[src/rtl/can_pkg.sv]
// can_pkg: shared frame record, register offsets and CAN ID width for the RX queue.
package can_pkg;
  localparam int ID_W = 29;
  typedef struct packed {
    logic [ID_W-1:0] id;
    logic ext;
    logic rtr;
    logic [3:0] dlc;
    logic [63:0] data;
  } frame_t;
  localparam logic [2:0] RS_ID    = 3'd0;
  localparam logic [2:0] RS_STAT  = 3'd1;
  localparam logic [2:0] RS_DLO   = 3'd2;
  localparam logic [2:0] RS_DHI   = 3'd3;
  localparam logic [2:0] RS_CTRL  = 3'd4;
  localparam logic [2:0] RS_FSEL  = 3'd5;
  localparam logic [2:0] RS_FID   = 3'd6;
  localparam logic [2:0] RS_FMASK = 3'd7;
endpackage

[src/rtl/can_rx_queue_if.sv]
// can_rx_queue_if: receiver frame strobe plus register bus of the CAN RX queue.
interface can_rx_queue_if;
  import can_pkg::*;
  logic in_valid;
  logic [ID_W-1:0] in_id;
  logic in_ext;
  logic in_rtr;
  logic [3:0] in_dlc;
  logic [63:0] in_data;
  logic cs;
  logic we;
  logic [2:0] rs;
  logic [31:0] d;
  logic [31:0] q;
  logic irq;
  modport master (output in_valid, in_id, in_ext, in_rtr, in_dlc, in_data, cs, we, rs, d,
                  input q, irq);
  modport slave (input in_valid, in_id, in_ext, in_rtr, in_dlc, in_data, cs, we, rs, d,
                 output q, irq);
endinterface

[src/rtl/can_acc_filter.sv]
// can_acc_filter: one mask/ID acceptance comparator with optional ext-flag check.
module can_acc_filter
  import can_pkg::*;
(
  input  logic            en,
  input  logic [ID_W-1:0] id,
  input  logic [ID_W-1:0] mask,
  input  logic            ext,
  input  logic            extcmp,
  input  logic [ID_W-1:0] in_id,
  input  logic            in_ext,
  output logic            match
);
  always_comb match = en && (((in_id ^ id) & mask) == '0) && (!extcmp || (in_ext == ext));
endmodule

[src/rtl/can_rx_queue.sv]
// can_rx_queue: filtered CAN frame FIFO with register access, overflow tracking and irq.
module can_rx_queue
  import can_pkg::*;
#(
  parameter int DEPTH = 4,
  parameter int NFILT = 4
) (
  input logic clk,
  input logic reset,
  can_rx_queue_if.slave bus
);
  localparam int AW = $clog2(DEPTH);
  logic [AW-1:0] wp_q, wp_d, rp_q, rp_d;
  logic [AW:0] cnt_q, cnt_d;
  logic ovf_q, ovf_d;
  logic [7:0] drop_q, drop_d;
  logic [1:0] ien_q, ien_d;
  logic [3:0] thresh_q, thresh_d;
  logic [2:0] fsel_q, fsel_d;
  logic [ID_W-1:0] fid_q [NFILT];
  logic [ID_W-1:0] fid_d [NFILT];
  logic [ID_W-1:0] fmask_q [NFILT];
  logic [ID_W-1:0] fmask_d [NFILT];
  logic [NFILT-1:0] fext_q, fext_d, fcmp_q, fcmp_d, fen_q, fen_d, hit;
  frame_t mem [DEPTH];
  frame_t head;
  logic wr, rd, ctrl, flush, clr, pop, empty, full, push, store, drop;
  for (genvar i = 0; i < NFILT; i++) begin : g_filt
    can_acc_filter u_filt (
      .en(fen_q[i]), .id(fid_q[i]), .mask(fmask_q[i]), .ext(fext_q[i]), .extcmp(fcmp_q[i]),
      .in_id(bus.in_id), .in_ext(bus.in_ext), .match(hit[i])
    );
  end
  always_comb begin
    wr = bus.cs && bus.we;
    rd = bus.cs && !bus.we;
    ctrl = wr && (bus.rs == RS_CTRL);
    flush = ctrl && bus.d[1];
    clr = ctrl && bus.d[2];
    empty = (cnt_q == '0);
    full = cnt_q[AW];
    pop = ctrl && bus.d[0] && !empty && !flush;
    push = bus.in_valid && ((|fen_q) ? (|hit) : 1'b1) && !flush;
    store = push && (!full || pop);
    drop = push && !store;
    head = empty ? '0 : mem[rp_q];
  end
  // flush resets both pointers so the queue restarts from slot 0
  always_comb begin
    wp_d = flush ? '0 : wp_q + AW'(store);
    rp_d = flush ? '0 : rp_q + AW'(pop);
    cnt_d = flush ? '0 : cnt_q + (AW+1)'(store) - (AW+1)'(pop);
    ovf_d = drop || (ovf_q && !clr);
    drop_d = clr ? '0 : drop_q;
    if (drop && drop_d != 8'hFF) drop_d = drop_d + 8'd1;
    ien_d = (ctrl && bus.d[31]) ? bus.d[9:8] : ien_q;
    thresh_d = (ctrl && bus.d[31]) ? bus.d[15:12] : thresh_q;
    fsel_d = (wr && bus.rs == RS_FSEL) ? bus.d[2:0] : fsel_q;
    fext_d = fext_q;
    fcmp_d = fcmp_q;
    fen_d = fen_q;
    for (int k = 0; k < NFILT; k++) begin
      fid_d[k] = fid_q[k];
      fmask_d[k] = fmask_q[k];
      if (wr && 3'(k) == fsel_q && bus.rs == RS_FID) begin
        fid_d[k] = bus.d[ID_W-1:0];
        fext_d[k] = bus.d[29];
      end
      if (wr && 3'(k) == fsel_q && bus.rs == RS_FMASK) begin
        fmask_d[k] = bus.d[ID_W-1:0];
        fcmp_d[k] = bus.d[29];
        fen_d[k] = bus.d[31];
      end
    end
  end
  always_ff @(posedge clk or posedge reset) begin
    if (reset) begin
      wp_q <= '0;
      rp_q <= '0;
      cnt_q <= '0;
      ovf_q <= 1'b0;
      drop_q <= '0;
      ien_q <= '0;
      thresh_q <= '0;
      fsel_q <= '0;
      fid_q <= '{default: '0};
      fmask_q <= '{default: '0};
      fext_q <= '0;
      fcmp_q <= '0;
      fen_q <= '0;
    end else begin
      wp_q <= wp_d;
      rp_q <= rp_d;
      cnt_q <= cnt_d;
      ovf_q <= ovf_d;
      drop_q <= drop_d;
      ien_q <= ien_d;
      thresh_q <= thresh_d;
      fsel_q <= fsel_d;
      fid_q <= fid_d;
      fmask_q <= fmask_d;
      fext_q <= fext_d;
      fcmp_q <= fcmp_d;
      fen_q <= fen_d;
    end
  end
  always_ff @(posedge clk) begin
    if (store) mem[wp_q] <= '{bus.in_id, bus.in_ext, bus.in_rtr, bus.in_dlc, bus.in_data};
  end
  always_comb begin
    bus.q = !rd ? '0 :
            (bus.rs == RS_ID)   ? {head.ext, head.rtr, 1'b0, head.id} :
            (bus.rs == RS_STAT) ? {8'd0, drop_q, 4'd0, 4'(cnt_q), 1'b0, ovf_q, full, empty, head.dlc} :
            (bus.rs == RS_DLO)  ? head.data[31:0] :
            (bus.rs == RS_DHI)  ? head.data[63:32] : '0;
    bus.irq = (ien_q[0] && (5'(cnt_q) >= 5'(thresh_q)) && (thresh_q != '0)) || (ien_q[1] && ovf_q);
  end
endmodule

[src/flat_wrapper.sv]
// flat-port wrapper written by rule: the top's interface ports become plain ports
module can_rx_queue_flat import can_pkg::*;
#(
  parameter int DEPTH = 4,
  parameter int NFILT = 4
)
  (clk, reset, bus_in_valid, bus_in_id, bus_in_ext, bus_in_rtr, bus_in_dlc, bus_in_data, bus_cs, bus_we, bus_rs, bus_d, bus_q, bus_irq);
  can_rx_queue_if bus_i ();
  input logic clk;
  input logic reset;
  input wire logic [$bits(bus_i.in_valid)-1:0] bus_in_valid;
  input wire logic [$bits(bus_i.in_id)-1:0] bus_in_id;
  input wire logic [$bits(bus_i.in_ext)-1:0] bus_in_ext;
  input wire logic [$bits(bus_i.in_rtr)-1:0] bus_in_rtr;
  input wire logic [$bits(bus_i.in_dlc)-1:0] bus_in_dlc;
  input wire logic [$bits(bus_i.in_data)-1:0] bus_in_data;
  input wire logic [$bits(bus_i.cs)-1:0] bus_cs;
  input wire logic [$bits(bus_i.we)-1:0] bus_we;
  input wire logic [$bits(bus_i.rs)-1:0] bus_rs;
  input wire logic [$bits(bus_i.d)-1:0] bus_d;
  output wire logic [$bits(bus_i.q)-1:0] bus_q;
  output wire logic [$bits(bus_i.irq)-1:0] bus_irq;
  assign bus_i.in_valid = bus_in_valid;
  assign bus_i.in_id = bus_in_id;
  assign bus_i.in_ext = bus_in_ext;
  assign bus_i.in_rtr = bus_in_rtr;
  assign bus_i.in_dlc = bus_in_dlc;
  assign bus_i.in_data = bus_in_data;
  assign bus_i.cs = bus_cs;
  assign bus_i.we = bus_we;
  assign bus_i.rs = bus_rs;
  assign bus_i.d = bus_d;
  assign bus_q = bus_i.q;
  assign bus_irq = bus_i.irq;
  can_rx_queue #(.DEPTH(DEPTH), .NFILT(NFILT)) u_core (.clk(clk), .reset(reset), .bus(bus_i));
endmodule
[config.mk]
export PLATFORM = sky130hd
export DESIGN_NAME = can_rx_queue_flat
export DESIGN_NICKNAME = d
export VERILOG_FILES = /design/src/rtl/can_pkg.sv /design/src/rtl/can_rx_queue_if.sv /design/src/rtl/can_acc_filter.sv /design/src/rtl/can_rx_queue.sv /design/src/flat_wrapper.sv
export SDC_FILE = /design/constraint.sdc
export NUM_CORES = 1
export LEC_CHECK = 0
export CORE_UTILIZATION = 45
export DETAILED_ROUTE_END_ITERATION = 10
export PLACE_DENSITY = 0.7
export SETUP_SLACK_MARGIN = 0.3
export SLEW_MARGIN = 30
export SYNTH_ARGS = -nofsm -noshare
export SYNTH_HDL_FRONTEND = slang
export SYNTH_HIERARCHICAL = 1
export SYNTH_SLANG_ARGS = --single-unit
[constraint.sdc]
create_clock -name clk -period 11 [get_ports clk]
set_input_delay 2.75 -clock clk [delete_from_list [all_inputs] [get_ports clk]]
set_output_delay 2.75 -clock clk [all_outputs]
set_load 0.02 [all_outputs]
==> flow_metrics.env, run 1 <==
export IMPL_r2r_end="u_core/mem[3][77]$_DFFE_PP_"
export IMPL_syn_nets=1665
export IMPL_cts_made_buffers=71
export IMPL_cts_setup_buffers=0
export IMPL_core_um2=60200
export IMPL_fillers=4684
export IMPL_portBuffers=170
export IMPL_clockPowerShare=0.351
export IMPL_yosys_area_share_simple=0.0318
export IMPL_hold_violations=0
export IMPL_synth_cell_types=61
export IMPL_synth_mux_area_fraction=0.194
export IMPL_fin_crit_sh=0.820
export IMPL_row_count=90
export IMPL_p_seq_frac=0.488
export IMPL_synth_compound_area_frac=0.0351
export IMPL_timing_rr_start="u_core/fid_q[28]$_DFFE_PP0P_"
export IMPL_hold_path_class="reg2reg"
export IMPL_syn_to_final_growth_pct=18.1
export IMPL_wirelength_um=60000
export IMPL_path_max_fanout=20
export IMPL_synth_flop_cell="edfxtp_1"
export IMPL_vdd_drop_max_mv=0.124
export IMPL_grt_pass1_wl_um=92800
export IMPL_synth_xor_area_frac=0.0405
export IMPL_grt_pass1_vias=15200
export IMPL_cp_endpoint="bus_q[4]"
export IMPL_yosysMostFrequentCell="edfxtp_1"
export IMPL_synth_common_cells="edfxtp_1, dfrtp_1, mux2_2"
export IMPL_mappedNetlistArea_um2=27400
export IMPL_cts_sinks=665
export IMPL_p_leak_nw=12.5
export IMPL_viasPerCell=5.62
export IMPL_final_nets=1869
export IMPL_rsz0062_at_grt="false"
export IMPL_gp_congestion=0.806
export IMPL_placed_area_um2=30100
export IMPL_io_pins=172
export IMPL_synth_avg_cell_area_um2=18.1
export IMPL_clkTransAtPathRegs_ps=60
export IMPL_cts_root_buf="clkbuf_16"
export IMPL_first_pass_iters=5
export IMPL_async_reset_ff_frac=0.405
export IMPL_rrSetupSlack_ps=6990
export IMPL_grtUsageTotal=0.198
export IMPL_power_mw=6.61
export IMPL_drv_slew=0
export IMPL_synth_fa_ha_area_frac=0.00438
export IMPL_status="finished, final reports clean"
export IMPL_ctsResizeCount=0
export IMPL_fin_setup_tns_ps=0
export IMPL_p_per_area_nw_per_um2=204
export IMPL_ys_seq_area_frac=0.679
export IMPL_tightest_slew_ps=994
export IMPL_detail_route_iter0_violations=1024
export IMPL_place_hpwl_um=38000
export IMPL_clockBufferDepth=3
export IMPL_synth_area_leader_cell="edfxtp_1"
export IMPL_p_switching_mw=1.67
export IMPL_synth_top_family_by_area="multiplexers"
export IMPL_crit_path_start_kind="primary input"
export IMPL_ys_seq_elements=665
export IMPL_post_route_min_period_ps=9010
export IMPL_insertion_delay_ps=600
export IMPL_netlist_instances=1517
export IMPL_fin_area_um2=32400
export IMPL_power_internal_mw=4.94
export IMPL_startpoint="bus_rs[2]"
export IMPL_initial_core_util=0.455
export IMPL_finalSetupViolations=0
export IMPL_drc_errors=0
export IMPL_cts_tree="yes"
export IMPL_via_count=14400
export IMPL_drive_above_1_share=0.288
export IMPL_critPathArrivalTime_ps=6260
export IMPL_synth_edf_count=396
export IMPL_gr_total_overflow=0
export IMPL_yosysWarningCount=6
export IMPL_dieHeight_um=249
export IMPL_synthTopCellsByArea="edfxtp_1, dfrtp_1, mux2_2, mux4_2, xor2_1"
export IMPL_wire_per_inst_um=23.5
export IMPL_die_area_um2=61900
export IMPL_cts_max_level=3
export IMPL_drv_cap=0
export IMPL_critPathCaptureType="output pin"
export IMPL_synth_top_area_frac=0.433
export IMPL_reg2reg_depth=12
export IMPL_p_sw_frac=0.252
export IMPL_cts_hold_buf=0
export IMPL_ant_nets=0
export IMPL_fin_worst_skew_ps=23.5
export IMPL_die_w_um=249
export IMPL_critPathRequiredTime_ps=8250
export IMPL_grt_max_degree=153
export IMPL_fmax_mhz=111
export IMPL_antenna_found_initial=4
export IMPL_pwr_share_comb=0.161
export IMPL_slew_headroom=0.338
export IMPL_crit_type="in2out"
## metal layers
metal | routed length, µm | share of wire | global-route usage
met5 | 29 | 0.00048 | 0
met1 | 26000 | 0.43 | 0.273
met2 | 29600 | 0.49 | 0.320
met3 | 3360 | 0.056 | 0.0399
met4 | 1030 | 0.017 | 0.0543
## cells by family (layout without fill, tap and decap cells)
logic type,count (synthesis),in the layout
flops,665,665
mux,367,367
simple gates,154,154
xor+xnor,127,127
compound gates,119,119
buf+inv,76,333
fa+ha+maj,9,9
other cells,0,2
## worst min-delay path by stage
stage	from	endpoint	cells after the start
final	u_core/fmask_q[85]$_DFFE_PP0P_	u_core/fmask_q[85]$_DFFE_PP0P_	1
after global placement	u_core/fcmp_q[1]$_DFFE_PP0P_	u_core/fcmp_q[1]$_DFFE_PP0P_	1
after CTS	u_core/fmask_q[85]$_DFFE_PP0P_	u_core/fmask_q[85]$_DFFE_PP0P_	1
after global routing	u_core/fmask_q[78]$_DFFE_PP0P_	u_core/fmask_q[78]$_DFFE_PP0P_	1
after detailed placement	u_core/fmask_q[85]$_DFFE_PP0P_	u_core/fmask_q[85]$_DFFE_PP0P_	1
after floorplan	u_core/fmask_q[85]$_DFFE_PP0P_	u_core/fmask_q[85]$_DFFE_PP0P_	1
## power groups by stage
stage	Sequential (mW)	Clock (mW)	Combinational (mW)
after global routing	3.26	2.47	1.15
after floorplan	3.22	0	0.767
after detailed placement	3.28	0	1.07
after CTS	3.23	2.38	1.07
after global placement	3.25	0	1.04
final	3.23	2.32	1.06
## state kept, by name (all words and copies together) (netlist names), 3 cells and up
signal           count
u_core/fmask_q     116
u_core/fsel_q        3
u_core/fcmp_q        4
u_core/fen_q         4
u_core/drop_q        8
u_core/cnt_q         3
u_core/mem         396
u_core/fid_q       116
u_core/thresh_q      4
u_core/fext_q        4
## through the flow
step	setup WS, ps	utilization	hold slack [ps]	cells
2_1_floorplan	840	-	459	1517
3_3_place_gp	2010	0.497	468	2423
3_5_place_dp	2040	0.499	476	2428
4_1_cts	2020	0.537	489	2554
5_1_grt	1930	0.538	514	2557
6_report	1990	0.538	484	2558
## cells in the final DEF (no fill, tap or decap), types with 18 or more instances in the layout
| cell type | synthesis | final |
|---|---|---|
| clkdlybuf4s50_1 | 0 | 169 |
| mux4_2 | 97 | 97 |
| mux2_2 | 222 | 222 |
| nand2_1 | 22 | 22 |
| dfrtp_1 | 269 | 267 |
| xor2_1 | 123 | 123 |
| mux2_4 | 30 | 30 |
| nor2_1 | 34 | 31 |
| clkbuf_16 | 0 | 73 |
| a22o_1 | 20 | 20 |
| nor2b_1 | 23 | 23 |
| o21ai_0 | 18 | 18 |
| a221oi_1 | 31 | 31 |
| a22oi_1 | 22 | 22 |
| buf_4 | 7 | 21 |
| edfxtp_1 | 396 | 396 |
## worst max-delay path, cell delays in order
cell,delay [ps]
clkdlybuf4s50_1,640
nor3b_1,360
buf_4,190
nand2_1,560
or2_2,660
o21ai_0,390
clkdlybuf4s50_1,700
## layout make-up
class                      count  area, µm²  share of cell area
sequential                   665      18600               0.575
multi-input combinational    776       8450               0.261
timing repair buffer         198       2030              0.0626
clock buffer                  91       1910              0.0591
tap                          782        978              0.0302
clock inverter                35        344              0.0106
inverter                       9       46.3             0.00143
antenna                        2       5.00            0.000154
Power figures use the tool's default switching activity.
==> run 2, diff against run 1 <==
Clock period 11 ns to 9.43 ns, I/O delays scaled along.
==> flow_metrics.env, run 2 (synthesis results as in run 1) <==
export IMPL_status="finished, final reports clean"
export IMPL_path_max_fanout=17
export IMPL_vdd_drop_max_mv=0.128
export IMPL_slew_headroom=0.375
export IMPL_clockBufferDepth=3
export IMPL_row_count=90
export IMPL_largest_reg_flops=396
export IMPL_final_cell_mix="edfxtp_1, dfrtp_1, mux2_2"
export IMPL_grt_pass1_wl_um=93500
export IMPL_wire_per_inst_um=23.6
export IMPL_hold_violations=0
export IMPL_io_pins=172
export IMPL_viasPerCell=5.57
export IMPL_fin_worst_skew_ps=26.1
export IMPL_clockPowerShare=0.352
export IMPL_final_nets=1871
export IMPL_gr_usage_met2=0.316
export IMPL_gr_total_overflow=0
export IMPL_crit_chain="clkdlybuf4s50_1 > nand2_1 > nor2b_1 > a221oi_1 > nor2_1 > clkdlybuf4s50_1"
export IMPL_pwr_share_comb=0.162
export IMPL_fin_crit_sh=0.819
export IMPL_ant_nets=0
export IMPL_cts_sinks=665
export IMPL_final_common_cell="edfxtp_1"
export IMPL_clkTransAtPathRegs_ps=60
export IMPL_cts_root_buf="clkbuf_16"
export IMPL_crit_path_top_delay_cell="clkdlybuf4s50_1"
export IMPL_post_route_min_period_ps=7720
export IMPL_ctsResizeCount=0
export IMPL_grtUsageTotal=0.198
export IMPL_use_met3=0.0378
export IMPL_hold_path_class="reg2reg"
export IMPL_rsz0062_at_grt="false"
export IMPL_top_usage_layer="met2"
export IMPL_core_um2=60200
export IMPL_crit_path_max_incr_delay_ps=970
export IMPL_antenna_found_initial=7
export IMPL_grt_max_degree=126
export IMPL_syn_to_final_growth_pct=18.4
export IMPL_dp_slack_ps=1650
export IMPL_cts_max_level=3
export IMPL_power_internal_mw=5.77
export IMPL_rrSetupSlack_ps=5420
export IMPL_critPathCaptureType="output pin"
export IMPL_cts_hold_buf=0
export IMPL_initial_core_util=0.455
export IMPL_grt_use_met1=0.279
export IMPL_drc_errors=0
export IMPL_critPathRequiredTime_ps=7070
export IMPL_whs_ps=489
export IMPL_p_sw_frac=0.253
export IMPL_crit_type="in2out"
export IMPL_place_hpwl_um=38700
export IMPL_portBuffers=170
export IMPL_tightest_slew_ps=936
export IMPL_finalSetupViolations=0
export IMPL_drive_above_1_share=0.293
export IMPL_p_per_area_nw_per_um2=238
export IMPL_first_pass_iters=5
export IMPL_via_count=14300
export IMPL_setup_slack_ps=1710
export IMPL_p_seq_frac=0.487
export IMPL_fmax_mhz=129
export IMPL_reg_top3="u_core/mem: 396 flops, u_core/fid_q: 116 flops, u_core/fmask_q: 116 flops"
export IMPL_drv_slew=0
export IMPL_top_register="u_core/mem"
export IMPL_cts_tree="yes"
export IMPL_cts_setup_buffers=0
export IMPL_p_switching_mw=1.96
export IMPL_cts_made_buffers=70
export IMPL_reg2reg_depth=17
export IMPL_crit_path_start_kind="primary input"
export IMPL_holdPathStages=1
export IMPL_fin_setup_tns_ps=0
export IMPL_die_area_um2=61900
export IMPL_gp_congestion=0.783
export IMPL_drv_cap=0
export IMPL_insertion_delay_ps=600
export IMPL_critPathArrivalTime_ps=5370
export IMPL_p_leak_nw=12.5
export IMPL_grt_pass1_vias=15200
export IMPL_die_w_um=249
export IMPL_wirelength_um=60500
export IMPL_dieHeight_um=249
export IMPL_cpMostUsedCell="clkdlybuf4s50_1"
export IMPL_detail_route_iter0_violations=923
[run 2: changes by cell type in the layout (fill, tap and decap cells not counted), sizes merged]
cell,change
diode,+4
clkinv,-1
buf,+3
clkinvlp,+4
bufinv,-1
[run 2: routing by layer]
metal | up-vias | wire length [µm]
li1 | 6332 | -
met1 | 7585 | 27200
met2 | 316 | 29200
met3 | 72 | 2990
met4 | 4 | 1090
met5 | - | 23
[run 2: worst max-delay path: cells and delay by family]
kind	cells	cell delay, ps
buffers and inverters	2	1610
and+or+nand+nor	3	1300
AOI/OAI and AO/OA	1	80
[run 2: area by class of cell]
| class | count | area [µm²] |
|---|---|---|
| Fill cell | 4638 | 27800 |
| Sequential cell | 665 | 18600 |
| Clock buffer | 91 | 1940 |
| Antenna cell | 6 | 15.0 |
| Timing Repair Buffer | 201 | 2090 |
| Clock inverter | 37 | 340 |
| Multi-Input combinational cell | 776 | 8450 |
| Tap cell | 782 | 978 |
| Inverter | 9 | 37.5 |
[run 2: worst paths after layout]
path                                                 from                             end
min reg2reg                u_core/fmask_q[85]$_DFFE_PP0P_  u_core/fmask_q[85]$_DFFE_PP0P_
min                        u_core/fmask_q[85]$_DFFE_PP0P_  u_core/fmask_q[85]$_DFFE_PP0P_
max in group asynchronous                           reset   u_core/fid_q[113]$_DFFE_PP0P_
min in group asynchronous                           reset  u_core/fmask_q[37]$_DFFE_PP0P_
max reg2reg                  u_core/fid_q[28]$_DFFE_PP0P_       u_core/cnt_q[2]$_DFF_PP0_
max                                             bus_rs[0]                       bus_q[25]
[run 2: stage by stage]
stage               area, µm²   util  instances  total power, mW
finish                  32500  0.539       2567             7.73
global route            32500  0.539       2564             8.06
CTS                     32500  0.539       2561             7.82
detailed placement      30200  0.501       2433             5.08
global placement        30000  0.498       2425             5.02
floorplan               27400      -       1517             4.65
[run 2: power by group through the flow]
| stage | clock [mW] | sequential, mW | combinational, mW |
|---|---|---|---|
| after floorplan | 0 | 3.75 | 0.895 |
| after global placement | 0 | 3.79 | 1.23 |
| after detailed placement | 0 | 3.82 | 1.26 |
| after CTS | 2.78 | 3.76 | 1.27 |
| after global routing | 2.90 | 3.81 | 1.35 |
| final | 2.72 | 3.76 | 1.25 |
==> run 3, diff against run 2 <==
Clock period 9.43 ns to 8.1 ns, I/O delays scaled along.
==> flow_metrics.env, run 3 (synthesis results as in run 1) <==
export IMPL_clockPowerShare=0.350
export IMPL_timing_rr_start="u_core/fid_q[28]$_DFFE_PP0P_"
export IMPL_wirelength_um=60000
export IMPL_antenna_found_initial=6
export IMPL_first_pass_iters=5
export IMPL_syn_to_final_growth_pct=18.1
export IMPL_reg2reg_depth=17
export IMPL_final_cell_mix="edfxtp_1, dfrtp_1, mux2_2"
export IMPL_cts_max_level=3
export IMPL_hold_violations=0
export IMPL_place_hpwl_um=38200
export IMPL_critPathCaptureType="output pin"
export IMPL_post_route_min_period_ps=6880
export IMPL_drv_slew=0
export IMPL_grt_pass1_vias=15000
export IMPL_final_common_cell="edfxtp_1"
export IMPL_status="finished, final reports clean"
export IMPL_largest_reg_flops=396
export IMPL_drive_above_1_share=0.286
export IMPL_gr_total_overflow=0
export IMPL_die_area_um2=61900
export IMPL_p_per_area_nw_per_um2=277
export IMPL_cts_sinks=665
export IMPL_ant_nets=0
export IMPL_p_seq_frac=0.490
export IMPL_fmax_mhz=145
export IMPL_clkTransAtPathRegs_ps=60
export IMPL_grt_max_degree=158
export IMPL_row_count=90
export IMPL_slew_headroom=0.413
export IMPL_startpoint="bus_rs[2]"
export IMPL_fin_setup_tns_ps=0
export IMPL_crit_type="in2out"
export IMPL_pwr_share_comb=0.161
export IMPL_layout_cells_non_filler=2559
export IMPL_final_nets=1867
export IMPL_fin_worst_skew_ps=28.0
export IMPL_rrSetupSlack_ps=4040
export IMPL_path_max_fanout=11
export IMPL_cts_tree="yes"
export IMPL_gp_congestion=0.776
export IMPL_grtUsageTotal=0.198
export IMPL_insertion_delay_ps=610
export IMPL_top_register="u_core/mem"
export IMPL_fillers=4665
export IMPL_drv_cap=0
export IMPL_initial_core_util=0.455
export IMPL_tightest_slew_ps=873
export IMPL_power_internal_mw=6.71
export IMPL_p_leak_nw=12.5
export IMPL_viasPerCell=5.58
export IMPL_cts_made_buffers=70
export IMPL_cts_setup_buffers=0
export IMPL_die_w_um=249
export IMPL_hold_path_class="reg2reg"
export IMPL_cp_endpoint="bus_q[18]"
export IMPL_finalSetupViolations=0
export IMPL_p_switching_mw=2.25
export IMPL_cts_root_buf="clkbuf_16"
export IMPL_dieHeight_um=249
export IMPL_fin_crit_sh=0.850
export IMPL_seq_area_um2=18600
export IMPL_portBuffers=170
export IMPL_core_um2=60200
export IMPL_critPathRequiredTime_ps=6080
export IMPL_wire_per_inst_um=23.4
export IMPL_cts_hold_buf=0
export IMPL_multi_input_area_um2=8460
export IMPL_worstHoldStart="u_core/fmask_q[85]$_DFFE_PP0P_"
export IMPL_io_pins=172
export IMPL_critPathArrivalTime_ps=4860
export IMPL_detail_route_iter0_violations=945
export IMPL_grt_pass1_wl_um=92800
export IMPL_r2r_end="u_core/cnt_q[2]$_DFF_PP0_"
export IMPL_ctsResizeCount=0
export IMPL_p_sw_frac=0.251
export IMPL_clockBufferDepth=3
export IMPL_via_count=14300
export IMPL_vdd_drop_max_mv=0.133
export IMPL_rsz0062_at_grt="false"
export IMPL_crit_path_start_kind="primary input"
export IMPL_reg_top3="u_core/mem: 396 flops, u_core/fid_q: 116 flops, u_core/fmask_q: 116 flops"
export IMPL_drc_errors=0
export IMPL_place_inst=2428
## run 3: how the worst min path moves through the flow
stage / to / cells after the start
6_report: u_core/fmask_q[85]$_DFFE_PP0P_ / 1
5_1_grt: u_core/fmask_q[85]$_DFFE_PP0P_ / 1
4_1_cts: u_core/fmask_q[85]$_DFFE_PP0P_ / 1
3_5_place_dp: u_core/fmask_q[85]$_DFFE_PP0P_ / 1
3_3_place_gp: u_core/fcmp_q[1]$_DFFE_PP0P_ / 1
2_1_floorplan: u_core/fmask_q[85]$_DFFE_PP0P_ / 1
## run 3: per-layer routing
layer	up-vias	track usage	part of all wire
li1	6329	-	-
met1	7534	0.277	0.44
met2	334	0.315	0.49
met3	73	0.0370	0.049
met4	4	0.0600	0.020
met5	-	0	0.00040
## run 3: per-stage QoR
step | hold WS [ps] | power (mW) | instance area [µm²] | setup WS [ps] | utilization
after floorplan | 459 | 5.41 | 27500 | 153 | -
after global placement | 468 | 5.85 | 30000 | 1240 | 0.498
after detailed placement | 476 | 5.91 | 30100 | 1230 | 0.500
after CTS | 490 | 9.06 | 32400 | 1220 | 0.537
after global routing | 511 | 9.34 | 32400 | 1180 | 0.538
final | 488 | 8.96 | 32400 | 1220 | 0.538
## run 3: final cells by class
type,count,share of cell area
Multi-Input combinational cell,776,0.261
Sequential cell,665,0.575
Timing Repair Buffer,197,0.0631
Clock inverter,30,0.00996
Clock buffer,94,0.0593
Inverter,9,0.00116
Antenna cell,6,0.000463
Tap cell,782,0.0302
## run 3: power groups by stage
| stage | registers, mW | logic, mW | clock network (mW) |
|---|---|---|---|
| finish | 4.39 | 1.44 | 3.14 |
| CTS | 4.39 | 1.46 | 3.21 |
| global placement | 4.43 | 1.42 | 0 |
| global route | 4.44 | 1.56 | 3.33 |
| detailed placement | 4.46 | 1.45 | 0 |
| floorplan | 4.37 | 1.04 | 0 |
## run 3: critical path, cell delays in order
cell and delay (ps):
clkdlybuf4s50_1 610, nor3b_1 670, nand2_1 150, or2_2 410, o21ai_0 320, clkdlybuf4s50_1 670
